===== config.mk =====
export PLATFORM = sky130hd
export DESIGN_NAME = resp_misr
export DESIGN_NICKNAME = d
export VERILOG_FILES = /design/src/rtl/resp_checker_pkg.sv /design/src/rtl/resp_misr.sv
export SDC_FILE = /design/constraint.sdc
export NUM_CORES = 1
export LEC_CHECK = 0
export ABC_AREA = 1
export BUFFER_PORTS_ARGS = -buffer_cell sky130_fd_sc_hd__buf_2
export CAP_MARGIN = 20
export CORE_MARGIN = 5
export CORE_UTILIZATION = 50
export DETAILED_ROUTE_END_ITERATION = 8
export GPL_ROUTABILITY_DRIVEN = 0
export GPL_TIMING_DRIVEN = 0
export PLACE_DENSITY = 0.77
export SLEW_MARGIN = 20
export SYNTH_ARGS = -nofsm -noshare
export SYNTH_HDL_FRONTEND = slang
export SYNTH_SLANG_ARGS = --single-unit

===== constraint.sdc =====
create_clock -name clk -period 1.8 [get_ports clk]
set_input_delay 0.09 -clock clk [delete_from_list [all_inputs] [get_ports clk]]
set_output_delay 0.09 -clock clk [all_outputs]
set_load 0.05 [all_outputs]

===== src/rtl/resp_checker_pkg.sv =====
// -----------------------------------------------------------------------------
// resp_checker_pkg
//   Shared types and constants for the response checker slice.
//
//   Contents:
//     state_t    - checker FSM states (IDLE / RUN / DONE)
//     NUM_VEC    - number of stimulus vectors in one sweep (64)
//     OP_W       - operand / response width (3)
//     IDX_W      - vector index width (6)
//     CNT_W      - error counter width (7, holds 0..64)
//     MISR_POLY  - Galois feedback polynomial of the signature register
//     MISR_SEED  - value loaded into the signature register at sweep start
//     misr_next  - one MISR step: Galois shift, then fold in the response
// -----------------------------------------------------------------------------
package resp_checker_pkg;

    typedef enum logic [1:0] {
        ST_IDLE = 2'd0,
        ST_RUN  = 2'd1,
        ST_DONE = 2'd2
    } state_t;

    localparam int NUM_VEC = 64;
    localparam int OP_W    = 3;
    localparam int IDX_W   = 6;
    localparam int CNT_W   = 7;

    localparam logic [15:0] MISR_POLY = 16'h1021;
    localparam logic [15:0] MISR_SEED = 16'hFFFF;

    // Shift left; when the bit falling out of [15] is set, fold the
    // polynomial back in. The response is then XORed into the low bits.
    function automatic logic [15:0] misr_next(input logic [15:0] cur,
                                              input logic [OP_W-1:0] din);
        logic [15:0] shifted;
        shifted = {cur[14:0], 1'b0} ^ (cur[15] ? MISR_POLY : 16'h0000);
        return shifted ^ {13'b0, din};
    endfunction

endpackage


===== src/rtl/resp_misr.sv =====
// -----------------------------------------------------------------------------
// resp_misr
//   16-bit multiple-input signature register compacting the DUT responses
//   of one sweep into a single signature.
//
//   Ports:
//     clk        in   clock, rising edge
//     rst        in   synchronous active-high reset, clears the signature
//     seed_load  in   load MISR_SEED (takes priority over shift_en)
//     shift_en   in   perform one MISR step with din
//     din[2:0]   in   response word folded into the signature
//     sig[15:0]  out  current signature
// -----------------------------------------------------------------------------
module resp_misr
    import resp_checker_pkg::*;
(
    input  logic            clk,
    input  logic            rst,
    input  logic            seed_load,
    input  logic            shift_en,
    input  logic [OP_W-1:0] din,
    output logic [15:0]     sig
);

    always_ff @(posedge clk) begin
        if (rst) begin
            sig <= 16'h0000;
        end else if (seed_load) begin
            sig <= MISR_SEED;
        end else if (shift_en) begin
            sig <= misr_next(sig, din);
        end
    end

endmodule


==> results.cfg <==
[status]
status = finished, final reports clean

[setup_path]
cp.buffers_inverters = 1
cp_slowest_cell = dfxtp_1
worstSetupStartpointType = flip-flop
crit_required_ns = 1.71
crit_arrival_ns = 1.00
crit_path_end_kind = output port
crit_family = flip-flops
cp_max_fo = 5
cp_cell_sequence = buf_2
critPathKind = reg -> out
slowest_delay_ns = 0.42

[global_route]
grt_pass1_wl_um = 2900
overflow = 0
antenna_found_initial = 0
grt_max_degree = 11
grt_usage_pct = 14.8
grt_pass1_vias = 670

[routing]
first_pass_iters = 4
routed_wirelength_um = 1620
route.met2.wl_um = 738
vias = 694
post_drt_wl_per_cell_um = 11.3
dr.first_iter.drc_count = 7
vias_per_cell = 4.82
topRoutingLayerUsed = met3
drc = 0
wl_met3_um = 105
wl_met1_um = 776
antenna_left = 0

[clock_network]
numCtsBuffers = 3
clock-sinks = 16
cts.repair.resized = 0
clock_path_buffers = 2
postCtsSetupRepairBufs = 0
htreeDepth = 1
clk_pin_slew_ns = 0.09
cts_root_buf = clkbuf_4
cts_tree = done
clock_latency_ns = 0.28

[floorplan]
chipWidth_um = 49.7
fp.dieArea_um2 = 2470
core_area_um2 = 1510
start_util_pct = 52.3
io_pins = 23
rows = 14
die_h_um = 49.7

[synth]
ys_seq_elements = 16
ys_types = 13
netlist_area_um2 = 788
ys_warn_count = 0
syn-instance-count = 102
ys_seq_area_share_pct = 40.6
syn_nets = 109
avgSynthCellArea_um2 = 7.73

[cells_and_area]
layout.nets = 136
largest_register_ffs = 16
regMostFlops = sig
final_core_util_pct = 63.7
final_layout_size_suffix_gt1_share_pct = 41.4
top_regs = sig: 16 flops
n_fill_cell = 132
area_growth_pct = 21.7
diodes = 0

[sta]
rsz0062_at_grt = no
fin_skew_ns = 0.000569
slew_headroom_pct = 80.3
finalSetupTns_ns = 0
final-setup-viol-count = 0
slew_viol_final = 0
period_needed_ns = 1.09
tightest_slew_ns = 0.296
fmax_ghz = 0.916
hold_viol_final = 0
fin_crit_sh_pct = 60.6

[worst_hold_path]
hold_path.class = in -> reg

[placed_design]
hpwl_um = 1190
port_buffers = 21

[power]
irDropWorstVdd_mv = 0.443
p_leak_nw = 0.485
power_density_nw_per_um2 = 915

[flow_run]
maxCapViolCount = 0
## layout make-up
cell class | instances | area, µm² | share of cell area [%]
Timing Repair Buffer | 22 | 115 | 12.0
Clock buffer | 4 | 36.3 | 3.78
Tap cell | 16 | 20.0 | 2.09
Inverter | 16 | 62.6 | 6.52
Buffer | 4 | 35.0 | 3.65
Multi-Input combinational cell | 66 | 370 | 38.6
Sequential cell | 16 | 320 | 33.4
## power breakdown
| group | internal (mW) | switching (mW) |
|---|---|---|
| logic | 0.0658 | 0.173 |
| registers | 0.382 | 0.0242 |
| clock network | 0.123 | 0.110 |
## what timing repair did
action / in CTS / in global routing
endpoints found under the hold margin: 1 / 0
hold buffers: 1 / 0
endpoints found under the setup margin: 0 / 0
## routing by layer
metal | vias up | global-route usage, %
li1 | 374 | -
met1 | 303 | 18.2
met2 | 17 | 23.5
met3 | 0 | 4.22
met4 | 0 | 6.55
met5 | - | 0
## synth_stat cells
library cell,n,area share [%]
a21oi_1,2,1.3
a21oi_2,20,22
buf_2,1,0.63
buf_6,2,2.9
clkbuf_4,1,0.95
dfxtp_1,16,41
inv_1,13,6.2
inv_2,2,0.95
inv_4,1,0.79
nand2_1,37,18
nand3_1,4,2.5
nor2_4,1,1.4
o211ai_1,2,1.9
## logic make-up (layout without fill, tap and decap cells)
logic type	count (synthesis)	in the layout	synth area share [%]
buffers and inverters	20	46	12.4
and+or+nand+nor	42	42	21.6
DFF	16	16	40.6
AOI/OAI and AO/OA	24	24	25.4
## worst paths after layout
kind	start	endpoint	slack [ns]	depth (start not counted)
min	shift_en	sig[8]	0.14	3
min reg2reg	sig[14]	sig[14]	0.50	2
max	sig[15]	sig[15]	0.71	1
max reg2reg	sig[15]	sig[5]	0.96	5
## worst register-to-register path, stage by stage (launching register included)
cell and delay, ns:
dfxtp_1 0.42, inv_2 0.08, nand2_1 0.06, nand2_1 0.04, nand2_1 0.07, a21oi_2 0.05
## placed cells by master (no fill, tap or decap)
master	instances
buf_2	22
nand2_1	37
nor2_4	1
clkbuf_8	1
a21oi_1	2
dfxtp_1	16
nand3_1	4
inv_4	1
a21oi_2	20
inv_1	13
buf_6	2
clkbuf_4	4
o211ai_1	2
dlygate4sd3_1	1
inv_2	2
## through the flow
stage / hold WS, ns / cells / total power [mW] / instance area [µm²] / setup WS (ns)
floorplan: 0.152 / 102 / 0.599 / 788 / 0.692
global placement: 0.278 / 139 / 0.649 / 913 / 0.982
detailed placement: 0.285 / 139 / 0.652 / 913 / 0.977
CTS: 0.130 / 144 / 0.893 / 960 / 0.689
global route: 0.140 / 144 / 0.930 / 960 / 0.629
finish: 0.138 / 144 / 0.878 / 960 / 0.709
Power figures use the tool's default switching activity.
